## src/rtl/mem_stage_pkg.sv

```systemverilog
// Shared memory-op codes, widths and decode helpers for the MEM stage.
package mem_stage_pkg;

  typedef logic [3:0] memOp_t;

  localparam memOp_t MEM_NOP = 4'd0;
  localparam memOp_t MEM_LB  = 4'd1;
  localparam memOp_t MEM_LH  = 4'd2;
  localparam memOp_t MEM_LW  = 4'd3;
  localparam memOp_t MEM_LBU = 4'd4;
  localparam memOp_t MEM_LHU = 4'd5;
  localparam memOp_t MEM_SB  = 4'd6;
  localparam memOp_t MEM_SH  = 4'd7;
  localparam memOp_t MEM_SW  = 4'd8;

  localparam logic [31:0] ZERO32 = 32'h0000_0000;

  function automatic logic isLoad(input memOp_t op);
    return (op == MEM_LB) || (op == MEM_LH) || (op == MEM_LW) ||
           (op == MEM_LBU) || (op == MEM_LHU);
  endfunction

  function automatic logic isStore(input memOp_t op);
    return (op == MEM_SB) || (op == MEM_SH) || (op == MEM_SW);
  endfunction

  // Index of the final byte of an access (access size minus one).
  function automatic logic [1:0] lastByteIdx(input memOp_t op);
    case (op)
      MEM_LH, MEM_LHU, MEM_SH: return 2'd1;
      MEM_LW, MEM_SW:          return 2'd3;
      default:                 return 2'd0;
    endcase
  endfunction

endpackage

```

## src/rtl/mem_load_ext.sv

```systemverilog
// Combinational load formatter: picks byte/half/word from the assembled
// little-endian bytes and sign- or zero-extends it to 32 bits.
module mem_load_ext
  import mem_stage_pkg::*;
(
  input  logic [3:0]  i_op,
  input  logic [31:0] i_bytes,
  output logic [31:0] o_data
);

  always_comb begin
    o_data = ZERO32;
    case (i_op)
      MEM_LB:  o_data = {{24{i_bytes[7]}}, i_bytes[7:0]};
      MEM_LBU: o_data = {24'h000000, i_bytes[7:0]};
      MEM_LH:  o_data = {{16{i_bytes[15]}}, i_bytes[15:0]};
      MEM_LHU: o_data = {16'h0000, i_bytes[15:0]};
      MEM_LW:  o_data = i_bytes;
      default: o_data = ZERO32;
    endcase
  end

endmodule

```

## src/rtl/mem_stage.sv

```systemverilog
// MEM pipeline stage: ALU results pass through, loads/stores run byte-serially
// over an arbitrated 8-bit port. Optional misaligned trap: MEM_MISALIGN_TRAP_EN.
module mem_stage
  import mem_stage_pkg::*;
(
  input  logic        clk_in,
  input  logic        rst_in,
  input  logic [3:0]  memOp_in,
  input  logic [31:0] memAddr_in,
  input  logic [31:0] memWData_in,
  input  logic        rdE_in,
  input  logic [4:0]  rdIdx_in,
  input  logic [31:0] rdData_in,
  output logic        rdE_out,
  output logic [4:0]  rdIdx_out,
  output logic [31:0] rdData_out,
  output logic        stall_req_out,
  output logic        mem_req_out,
  input  logic        mem_gnt_in,
  output logic        mem_wr_out,
  output logic [31:0] mem_addr_out,
  output logic [7:0]  mem_wdata_out,
  input  logic [7:0]  mem_rdata_in,
  output logic        misalign_out
);

  localparam logic [1:0] S_IDLE = 2'd0;
  localparam logic [1:0] S_XFER = 2'd1;
  localparam logic [1:0] S_DONE = 2'd2;

  logic [1:0]       r_state;
  logic [1:0]       r_cnt;
  logic             r_pend;
  logic [1:0]       r_pendIdx;
  logic [3:0][7:0]  r_bytes;

  logic             w_isLoad;
  logic             w_isStore;
  logic             w_isMem;
  logic [1:0]       w_lastIdx;
  logic             w_trap;
  logic             w_req;
  logic             w_fire;
  logic [3:0][7:0]  w_loadBytes;
  logic [31:0]      w_loadData;

  assign w_isLoad  = isLoad(memOp_in);
  assign w_isStore = isStore(memOp_in);
  assign w_isMem   = w_isLoad || w_isStore;
  assign w_lastIdx = lastByteIdx(memOp_in);

`ifdef MEM_MISALIGN_TRAP_EN
  assign w_trap = w_isMem && (r_state == S_IDLE) &&
                  (((w_lastIdx == 2'd1) && memAddr_in[0]) ||
                   ((w_lastIdx == 2'd3) && (memAddr_in[1:0] != 2'b00)));
`else
  assign w_trap = 1'b0;
`endif

  assign w_req  = w_isMem && (r_state != S_DONE) && !w_trap;
  assign w_fire = w_req && mem_gnt_in;

  // The final byte of a load is consumed straight off the port in DONE.
  always_comb begin
    w_loadBytes            = r_bytes;
    w_loadBytes[w_lastIdx] = mem_rdata_in;
  end

  mem_load_ext u_loadExt (
    .i_op    (memOp_in),
    .i_bytes (w_loadBytes),
    .o_data  (w_loadData)
  );

  always_ff @(posedge clk_in or negedge rst_in) begin
    if (!rst_in) begin
      r_state   <= S_IDLE;
      r_cnt     <= 2'd0;
      r_pend    <= 1'b0;
      r_pendIdx <= 2'd0;
      r_bytes   <= '0;
    end else begin
      r_pend <= w_fire && w_isLoad;
      if (w_fire) r_pendIdx <= r_cnt;
      if (r_pend && (r_pendIdx != w_lastIdx)) r_bytes[r_pendIdx] <= mem_rdata_in;
      case (r_state)
        S_IDLE, S_XFER: begin
          if (w_trap) begin
            r_state <= S_DONE;
            r_cnt   <= 2'd0;
          end else if (w_fire) begin
            if (r_cnt == w_lastIdx) begin
              r_state <= S_DONE;
              r_cnt   <= 2'd0;
            end else begin
              r_state <= S_XFER;
              r_cnt   <= r_cnt + 2'd1;
            end
          end
        end
        S_DONE: begin
          r_state <= S_IDLE;
          r_cnt   <= 2'd0;
        end
        default: begin
          r_state <= S_IDLE;
          r_cnt   <= 2'd0;
        end
      endcase
    end
  end

  // Every output is held low while reset is asserted.
  always_comb begin
    rdE_out       = 1'b0;
    rdIdx_out     = 5'd0;
    rdData_out    = ZERO32;
    stall_req_out = 1'b0;
    mem_req_out   = 1'b0;
    mem_wr_out    = 1'b0;
    mem_addr_out  = ZERO32;
    mem_wdata_out = 8'h00;
    misalign_out  = 1'b0;
    if (rst_in) begin
      rdE_out       = rdE_in && !w_trap;
      rdIdx_out     = rdIdx_in;
      rdData_out    = ((r_state == S_DONE) && w_isLoad) ? w_loadData : rdData_in;
      stall_req_out = w_req;
      mem_req_out   = w_req;
      mem_wr_out    = w_isStore;
      mem_addr_out  = memAddr_in + {30'd0, r_cnt};
      mem_wdata_out = memWData_in[{r_cnt, 3'b000} +: 8];
      misalign_out  = w_trap;
    end
  end

endmodule
```

## config.mk

```make
export PLATFORM = sky130hd
export DESIGN_NAME = mem_stage
export DESIGN_NICKNAME = d
export VERILOG_FILES = /design/src/rtl/mem_stage_pkg.sv /design/src/rtl/mem_load_ext.sv /design/src/rtl/mem_stage.sv
export SDC_FILE = /design/constraint.sdc
export NUM_CORES = 1
export LEC_CHECK = 0
export CORE_MARGIN = 2
export CORE_UTILIZATION = 41
export CTS_CLUSTER_SIZE = 12
export DETAILED_ROUTE_END_ITERATION = 16
export PLACE_DENSITY = 0.95
export SLEW_MARGIN = 40
export SYNTH_ARGS = -nofsm -noshare
export SYNTH_HDL_FRONTEND = slang
export SYNTH_SLANG_ARGS = --single-unit
```

## constraint.sdc

```tcl
create_clock -name clk_in -period 4.4 [get_ports clk_in]
set_input_delay 0.44 -clock clk_in [delete_from_list [all_inputs] [get_ports clk_in]]
set_output_delay 0.44 -clock clk_in [all_outputs]
set_load 0.02 [all_outputs]
```

; ---- Word-level counts from Yosys, hierarchy flattened
; Cells that the tools add are included.
[totals]
elab_cells = 69
output_inout_bits = 82
input_bits = 117
reg_bits = 39
[op_classes]
n_eq_ne = 14
muxes = 22
n_reduce_logical = 18
n_addsub = 2
magnitude_cmp = 4
n_shift = 1
[op_table]
columns = operator, count
row1 = 32-bit one-hot mux with 5 select lines, 1
row2 = 32-bit two-way mux, 3
row3 = 32-bit bitwise mux, 2
row4 = 32-bit by 2-bit adder with 32-bit output, 1
row5 = 8-bit demux with 2-bit select, 2
row6 = 32-bit by 6-bit variable part select with 8-bit output, 1
row7 = 8-bit two-way mux, 3
row8 = "4-bit by 3-bit equality test with 1-bit output, second input constant", 4
row9 = 2-bit two-way mux, 6
row10 = "4-bit by 2-bit equality test with 1-bit output, second input constant", 2
row11 = 1-bit logical AND, 7
row12 = 1-bit logical OR, 7
row13 = "2-bit by 3-bit < comparator with 1-bit output, second input constant", 2
row14 = 5-bit two-way mux, 1
row15 = "4-bit by 1-bit equality test with 1-bit output, second input constant", 1
row16 = "4-bit equality test, second input constant", 1
row17 = "2-bit by 1-bit greater-or-equal comparator with 1-bit output, second input constant", 2
row18 = "2-bit != test, second input constant", 2
row19 = 2-bit one-hot mux with 2 select lines, 1
row20 = 2-bit OR reduction, 2
row21 = 1-bit two-way mux, 3
row22 = 3-bit OR reduction, 1
row23 = "2-bit by 1-bit adder with 2-bit output, second input constant", 1
row24 = "2-bit by 1-bit equality test with 1-bit output, second input constant", 1
row25 = other kinds (4), 4

; ---- Logic depth before layout (Yosys ltp)
; Gate-level depths: netlist of run 1.
[depth]
depth_word = 11
mapped_depth = 7
mapped_depth_nobuf = 6

; ---- Cells and area by module
; From an unflattened synthesis of run 1, not the netlist that was laid out.
[unflattened]
cells_unflattened = 484
area_unflattened_um2 = 4028.9
[modules_own_cells]
columns = module, instances, area_per_inst_um2, cells_each, seq_area_each_um2
row1 = mem_stage, 1, 3652.3, 437, 975.9
row2 = mem_load_ext, 1, 376.6, 47, 0.0

; ---- Worst setup path before layout of run 1
; No wires, ideal clock.
[synth_path]
path_kind = register to output
from = register r_cnt[0]
to = output port mem_addr_out[22]
path_stages_with_launch = 8
n_path_buf = 1
arrival_ns = 2.240
required_ns = 3.960
path_slack_ns = 1.720
cell_sequence = dfrtp_1 -> ha_1 -> fa_1 -> and3_1 -> buf_2 -> nand3_1 -> or4_1 -> a21oi_1
[synth_via]
elab_chain_cells = 2
[synth_rtl]
columns = element, line
row1 = "start, declared", mem_stage.sv:32  ; logic [1:0] r_cnt;
row2 = "start signal, assigned", mem_stage.sv:97  ; r_cnt <= r_cnt + 2'd1;
row3 = 32-bit by 2-bit adder with 32-bit output, mem_stage.sv:131  ; mem_addr_out = memAddr_in + {30'd0, r_cnt};
row4 = 32-bit two-way mux, mem_stage.sv:124  ; if (rst_in) begin
row5 = "end, declared", mem_stage.sv:21  ; output logic [31:0] mem_addr_out,
; No other way between the ends.

; ---- Worst setup path in the final report of run 1
[layout_path]
from = register r_cnt[1]
to = output port mem_addr_out[22]
; Same word-level chain as after synthesis.

==> results.cfg, run 1 <==
[yosys]
synthAdderAreaFrac_pct = 1.36
synth-simple-area-share_pct = 26.3
syn_nets = 521
synth_top_family_by_area = simple AND/OR/NAND/NOR gates
synth_xor_xnor_area_share_pct = 3.43
synth-edff-count = 0
synth_area_leaders = dfrtp_1, mux2_2, a21oi_1, mux4_2, o21ai_0
avgSynthCellArea_sq_um = 8.28
synth_top_cell_by_area = dfrtp_1
synth_top_area_share_pct = 23.4
synthMuxAreaShare_pct = 18.1
synthArstFlopShare_pct = 100
synth_compound_area_share_pct = 21.5
syn-cell-area_sq_um = 3320
yosysSeqAreaShare_pct = 23.4
ys.flop_type = dfrtp_1
netlist_instances = 401
ys_warn_count = 0
ys_ff_latch = 31
ys_types = 56

[worst_setup_path]
path_max_fanout = 15
startpoint_type = flip-flop
r2r_cells = 4
worstPathRequired_ns = 3.96
path_class = flip-flop to output pin
worstPathArrival_ns = 3.56
critPathCaptureType = output pin

[placed_design]
dp_hpwl_um = 9280
place_congestion = 0.845
port_buffers = 197
dpl_cell_area_sq_um = 5290

[finish]
antennaDiodeCount = 0
fin_nets = 697
syn2layout_area_growth_pct = 62.0
fin_area_sq_um = 5380
drive_gt1_share_pct = 11.6

[clock_tree]
cts_resized = 0
cts-buffers-inserted = 5
htree_num_levels = 2
clkTransAtPathRegs_ns = 0.07
clock_latency_ns = 0.28
cts_tree = done
cts.path.max_buffers = 2
cts_sinks = 31
hold_buffers = 0
cts_root_buf = clkbuf_8
post_cts_buffers = 0

[timing]
hold_viol = 0
finalClockSkew_ns = 0.00649
finalCritPeriodShare_pct = 90.9
rsz0062_at_grt = no
setup-violations-final = 0
slew_violations = 0
clock.fmax_ghz = 0.250
slew_headroom_pct = 46.0
worst_pin_slew_ns = 0.802
min_period_ns = 4.00
final.setup.tns_ns = 0

[floorplanning]
row_count = 32
die_area_sq_um = 8840
die_h_um = 94.0
initial_core_util_pct = 42.5
io_pins = 199
core-area_sq_um = 7810
die_w_um = 94.0

[drt]
dr.pass1.iters = 7
vias_per_cell = 5.95
routedWlPerCell_um = 17.7
drc = 0
ant_nets = 0
vias = 4045
first_iter_violations = 288
routed_wl_um = 12000

[run]
drv_cap = 0

[power_and_ir_drop]
irDropWorstVdd_mv = 0.197
powerDensity_nw_per_um2 = 298
leakage_nw = 1.95

[global_route]
grt_pass1_wl_um = 18300
grt_pass1_vias = 3806
grt_max_degree = 42
antenna_found_initial = 0
grt.total_usage_pct = 25.8
grt_overflow = 0

[outcome]
status = finished, final reports clean

[worst_hold_path]
min_path_type = input port to async pin
-- metal layers --
layer,up-vias,wire (um),track usage [%],part of all wire (%)
met5,-,0,0,0
met4,0,339,9.78,2.8
met3,35,1260,6.10,10
met2,258,5960,46.9,50
met1,1894,4440,29.1,37
li1,1858,-,-,-
-- flip-flops by register name (all words and copies together) (netlist names) --
signal and flops:
r_bytes 24, r_cnt 2, r_pendIdx 2, r_state 2
r_pend 1
-- cells in the mapped netlist, types with 3 or more instances --
cell and n:
a21oi_1 49, and2_1 18, and3_1 4, and4_1 4, buf_1 3, buf_2 5, buf_4 5, clkbuf_1 17
dfrtp_1 31, inv_1 7, mux2_2 25, mux2i_1 14, mux4_2 8, nand2_1 33, nand2b_1 4, nand3_1 20
nand4_1 8, nor2_1 13, nor3b_1 3, nor4_1 6, o211ai_1 10, o21ai_0 32, o221a_2 8, o31ai_1 9
or3_1 5, or4_1 11, xnor2_1 4, xor2_1 9
-- cell families (layout without fill, tap and decap cells) --
group	count (synthesis)	count (layout)
muxes	47	47
AOI/OAI and AO/OA	117	117
and+or+nand+nor	148	148
buffers and inverters	41	218
adders and majority gates	3	3
xor gates and xnor gates	13	13
other	1	1
DFF	31	31
-- worst max-delay path, cell delays in order, from the launching register on --
cell and delay [ns]:
dfrtp_1 0.79, fa_1 0.36, and3_1 0.38, nand3_1 0.36, or4_1 0.60, a21oi_1 0.16, clkdlybuf4s50_1 0.63
-- stage by stage --
| stage | util, % | instances | total power, mW | hold slack, ns | worst slack, ns |
|---|---|---|---|---|---|
| floorplan | - | 401 | 0.993 | 0.144 | 1.72 |
| global placement | 67.7 | 672 | 1.33 | 0.488 | 0.663 |
| detailed placement | 67.8 | 672 | 1.37 | 0.492 | 0.529 |
| CTS | 68.9 | 680 | 1.60 | 0.477 | 0.434 |
| global route | 68.9 | 680 | 1.69 | 0.527 | 0.293 |
| finish | 68.9 | 680 | 1.60 | 0.480 | 0.399 |
-- power breakdown --
part / switching, mW / total [mW] / internal [mW] / leakage, nW
combinational: 0.379 / 0.849 / 0.471 / 1.53
clock: 0.116 / 0.226 / 0.110 / 0.0402
sequential: 0.110 / 0.526 / 0.416 / 0.383
-- path summary, 6_finish.rpt --
check	start	end	slack (ns)
min in group clk_in	r_state[1]$_DFFE_PN0P_	r_cnt[1]$_DFFE_PN0P_	0.50
worst max-delay path	r_cnt[1]$_DFFE_PN0P_	mem_addr_out[22]	0.40
worst min-delay path	rst_in	r_bytes[8]$_DFFE_PN0P_	0.48
max in group asynchronous	rst_in	r_bytes[0]$_DFFE_PN0P_	3.59
worst max register to register	r_state[1]$_DFFE_PN0P_	r_cnt[1]$_DFFE_PN0P_	2.55
worst min register to register	r_state[1]$_DFFE_PN0P_	r_cnt[1]$_DFFE_PN0P_	0.50
-- final cells by class --
type | instances | area (sq um)
clock buffers | 5 | 68.8
clock inverters | 3 | 20.0
fillers | 617 | 2430
inverters | 8 | 30.0
multi-input cells | 329 | 2350
flip-flops and latches | 31 | 776
well taps | 102 | 128
repair buffers | 202 | 2000
-- layout by cell type, fill, tap and decap left out, types with 3 or more instances in the layout --
cell type,instances
a21oi_1,49
and2_1,18
and3_1,4
and4_1,4
buf_4,5
clkbuf_8,5
clkdlybuf4s50_1,196
dfrtp_1,31
inv_1,7
mux2_2,25
mux2i_1,14
mux4_2,8
nand2_1,33
nand2b_1,4
nand3_1,20
nand4_1,8
nor2_1,13
nor3b_1,3
nor4_1,6
o211ai_1,10
o21ai_0,32
o221a_2,8
o31ai_1,9
or3_1,5
or4_1,11
xnor2_1,4
xor2_1,9
Note: power is estimated with default switching activity, not from simulation.
==> run 2, diff against run 1 <==
Settings changed: CORE_UTILIZATION 41 to 42, CTS_BUF_LIST set to sky130_fd_sc_hd__clkbuf_4.
==> results.cfg, run 2 (same netlist as run 1, synthesis figures left out) <==
[clock_tree]
cts-buffers-inserted = 5
hold_buffers = 0
post_cts_buffers = 0
clock_latency_ns = 0.34
cts_sinks = 31
htree_num_levels = 2
cts.path.max_buffers = 2
clkTransAtPathRegs_ns = 0.10
cts_root_buf = clkbuf_4
cts_resized = 0
cts_tree = done

[timing]
finalClockSkew_ns = 0.00221
rsz0062_at_grt = no
final.setup.tns_ns = 0
clock.fmax_ghz = 0.248
finalWorstSetupSlack_ns = 0.371
hold_viol = 0
min_period_ns = 4.03
slew_violations = 0
worst_pin_slew_ns = 0.821
finalCritPeriodShare_pct = 91.6
setup-violations-final = 0
slew_headroom_pct = 44.7
hold_ws_ns = 0.216

[floorplanning]
core-area_sq_um = 7690
die_area_sq_um = 8640
initial_core_util_pct = 43.2
die_w_um = 92.9
die_h_um = 92.9
row_count = 32
io_pins = 199

[worst_setup_path]
startpoint_type = flip-flop
worstPathArrival_ns = 3.59
cp_slowest_stage_delay_ns = 0.79
worstPathRequired_ns = 3.96
critPathCaptureType = output pin
path_class = flip-flop to output pin
path_delay_family = simple AND/OR/NAND/NOR gates
crit_buf_inv = 1
crit_slowest_cell = dfrtp_1
crit_chain = fa_1 > and3_1 > nand3_1 > or4_1 > a21oi_1 > clkdlybuf4s50_1
path_max_fanout = 15

[power_and_ir_drop]
powerDensity_nw_per_um2 = 297
power.total_mw = 1.59
irDropWorstVdd_mv = 0.201
leakage_nw = 1.95

[finish]
final_cells = 678
final_cell_mix = clkdlybuf4s50_1, a21oi_1, nand2_1
fin_area_sq_um = 5360
drive_gt1_share_pct = 11.1
post-route-util_pct = 69.7
antennaDiodeCount = 0
largest_register_ffs = 24
layout_commonest_cell = clkdlybuf4s50_1
fin_nets = 695
syn2layout_area_growth_pct = 61.3
fillers = 597
regMostFlops = r_bytes

[drt]
routed_wl_um = 12000
routedWlPerCell_um = 17.7
vias = 3929
dr.pass1.iters = 5
vias_per_cell = 5.79
first_iter_violations = 206
ant_nets = 0
drc = 0

[global_route]
grt.total_usage_pct = 26.7
grt_pass1_vias = 3835
grt_pass1_wl_um = 18600
antenna_found_initial = 0
grt_overflow = 0
grt_max_degree = 88

[worst_hold_path]
min_path_type = input port to async pin

[placed_design]
port_buffers = 197
post-place-cells = 670
dp_hpwl_um = 9180
place_congestion = 0.854
post-place-ws_ns = 0.570
dpl_cell_area_sq_um = 5280

[outcome]
status = finished, final reports clean

[run]
drv_cap = 0
[run 2: area by class of cell]
class | instances | area [sq um] | share of cell area, %
well taps | 102 | 128 | 2.38
flip-flops and latches | 31 | 776 | 14.5
repair buffers | 200 | 1990 | 37.2
clock inverters | 3 | 38.8 | 0.724
clock buffers | 5 | 37.5 | 0.701
multi-input cells | 329 | 2350 | 44.0
inverters | 8 | 30.0 | 0.560
[run 2: metal layers]
metal  track usage [%]  wire (um)  vias to the layer above
li1                  -          -                     1862
met5                 0          0                        -
met4              8.46        242                        0
met1              31.0       4560                     1838
met3              7.65       1180                       21
met2              47.3       6040                      208
[run 2: where the power goes]
part,internal [mW],switching (mW)
Combinational,0.468,0.378
Clock,0.117,0.103
Sequential,0.415,0.112
Total,1.00,0.594
[run 2: path summary, 6_finish.rpt]
check	to	from	depth (start not counted)	slack, ns
worst max register to register	r_cnt[1]$_DFFE_PN0P_	r_state[1]$_DFFE_PN0P_	4	2.50
worst min register to register	r_bytes[16]$_DFFE_PN0P_	r_bytes[16]$_DFFE_PN0P_	1	0.52
worst max-delay path	mem_addr_out[30]	r_cnt[1]$_DFFE_PN0P_	6	0.37
worst min-delay path	r_bytes[15]$_DFFE_PN0P_	rst_in	2	0.22
min in group clk_in	r_bytes[16]$_DFFE_PN0P_	r_bytes[16]$_DFFE_PN0P_	1	0.52
max in group asynchronous	r_bytes[19]$_DFFE_PN0P_	rst_in	2	3.78
==> run 3, diff against run 2 <==
Settings changed: RECOVER_POWER set to 100.
==> results.cfg, run 3 (same netlist as run 1, synthesis figures left out) <==
[outcome]
status = finished, final reports clean

[placed_design]
dp_hpwl_um = 9180
place_congestion = 0.854
port_buffers = 197

[global_route]
grt_pass1_wl_um = 18600
grt_pass1_vias = 3835
grt.total_usage_pct = 26.7
grt_overflow = 0
grt_max_degree = 88
antenna_found_initial = 0

[worst_setup_path]
path_class = flip-flop to output pin
critPathCaptureType = output pin
path_delay_family = simple AND/OR/NAND/NOR gates
crit_slowest_cell = dfrtp_1
startpoint_type = flip-flop
path_max_fanout = 15
crit_buf_inv = 1
cp_slowest_stage_delay_ns = 0.79
crit_chain = fa_1 > and3_1 > nand3_1 > or4_1 > a21oi_1 > dlygate4sd3_1
worstPathArrival_ns = 3.63
worstPathRequired_ns = 3.96

[finish]
post-route-util_pct = 69.1
syn2layout_area_growth_pct = 60.0
drive_gt1_share_pct = 9.72
largest_register_ffs = 24
regMostFlops = r_bytes
fin_nets = 695
layout_commonest_cell = clkdlybuf4s50_1
antennaDiodeCount = 0
final_cell_mix = clkdlybuf4s50_1, dlygate4sd3_1, a21oi_1

[clock_tree]
htree_num_levels = 2
cts_resized = 0
clock_latency_ns = 0.34
cts-buffers-inserted = 5
clkTransAtPathRegs_ns = 0.10
cts_root_buf = clkbuf_4
post_cts_buffers = 0
hold_buffers = 0
cts_tree = done
cts.path.max_buffers = 2
cts_sinks = 31

[timing]
slew_violations = 0
rsz0062_at_grt = no
clock.fmax_ghz = 0.246
slew_headroom_pct = 24.5
final.setup.tns_ns = 0
setup-violations-final = 0
finalCritPeriodShare_pct = 92.5
finalClockSkew_ns = 0.00468
worst_pin_slew_ns = 1.12
hold_viol = 0
min_period_ns = 4.07

[drt]
ant_nets = 0
first_iter_violations = 226
drc = 0
dr.pass1.iters = 5
routed_wl_um = 12000
routedWlPerCell_um = 17.6
vias = 3979
vias_per_cell = 5.87

[floorplanning]
row_count = 32
die_w_um = 92.9
io_pins = 199
die_h_um = 92.9
core-area_sq_um = 7690
die_area_sq_um = 8640
initial_core_util_pct = 43.2

[power_and_ir_drop]
powerDensity_nw_per_um2 = 293
irDropWorstVdd_mv = 0.199
leakage_nw = 2.09

[run]
drv_cap = 0

[worst_hold_path]
min_path_type = input port to async pin
-- run 3: cell types whose count changed in the layout (fill, tap and decap cells not counted), sizes merged --
| cell | delta |
|---|---|
| dlygate4sd3 | +80 |
| clkbuf | +2 |
| buf | -2 |
| clkdlybuf4s50 | -80 |
-- run 3: per-stage QoR --
stage / cells / power [mW] / area (sq um) / setup slack (ns) / hold slack (ns)
6_report: 678 / 1.56 / 5320 / 0.330 / 0.293
3_5_place_dp: 670 / 1.37 / 5280 / 0.570 / 0.496
5_1_grt: 678 / 1.65 / 5320 / 0.0958 / 0.337
4_1_cts: 678 / 1.59 / 5350 / 0.407 / 0.324
3_3_place_gp: 670 / 1.33 / 5270 / 0.672 / 0.489
2_1_floorplan: 401 / 0.993 / 3320 / 1.72 / 0.144
-- run 3: report_power, final --
group          total (mW)  leakage (nW)  internal, mW  switching [mW]
registers           0.525         0.383         0.415           0.110
clock network       0.220        0.0426         0.117           0.103
logic               0.811          1.66         0.438           0.372
total                1.56          2.09         0.970           0.585
-- run 3: layer usage --
layer  vias to the layer above  global-route usage [%]  wire, um
met5                         -                       0         0
met4                         0                    8.46       243
met3                        24                    7.65      1220
met2                       225                    47.3      6040
met1                      1873                    31.0      4460
li1                       1857                       -         -
-- run 3: worst paths after layout --
check                           slack (ns)                 endpoint                     from  depth (start not counted)
max in group asynchronous             3.70  r_bytes[19]$_DFFE_PN0P_                   rst_in                          2
worst max register to register        2.36     r_cnt[1]$_DFFE_PN0P_   r_state[1]$_DFFE_PN0P_                          4
min in group clk_in                   0.52  r_bytes[16]$_DFFE_PN0P_  r_bytes[16]$_DFFE_PN0P_                          1
worst min register to register        0.52  r_bytes[16]$_DFFE_PN0P_  r_bytes[16]$_DFFE_PN0P_                          1
worst min-delay path                  0.29  r_bytes[10]$_DFFE_PN0P_                   rst_in                          2
worst max-delay path                  0.33         mem_addr_out[30]     r_cnt[1]$_DFFE_PN0P_                          6
-- run 3: worst register-to-register path, stage by stage, from the launching register on --
cell	delay, ns
dfrtp_1	0.46
nor2b_1	0.18
or4b_1	0.73
or4_1	0.47
a21oi_1	0.13
-- run 3: final cells by class --
type	count	area, sq um
fill	609	2370
multi-input combinational	329	2320
timing repair buffer	200	1990
sequential	31	776
tap	102	128
clock inverter	3	38.8
clock buffer	5	37.5
inverter	8	30.0
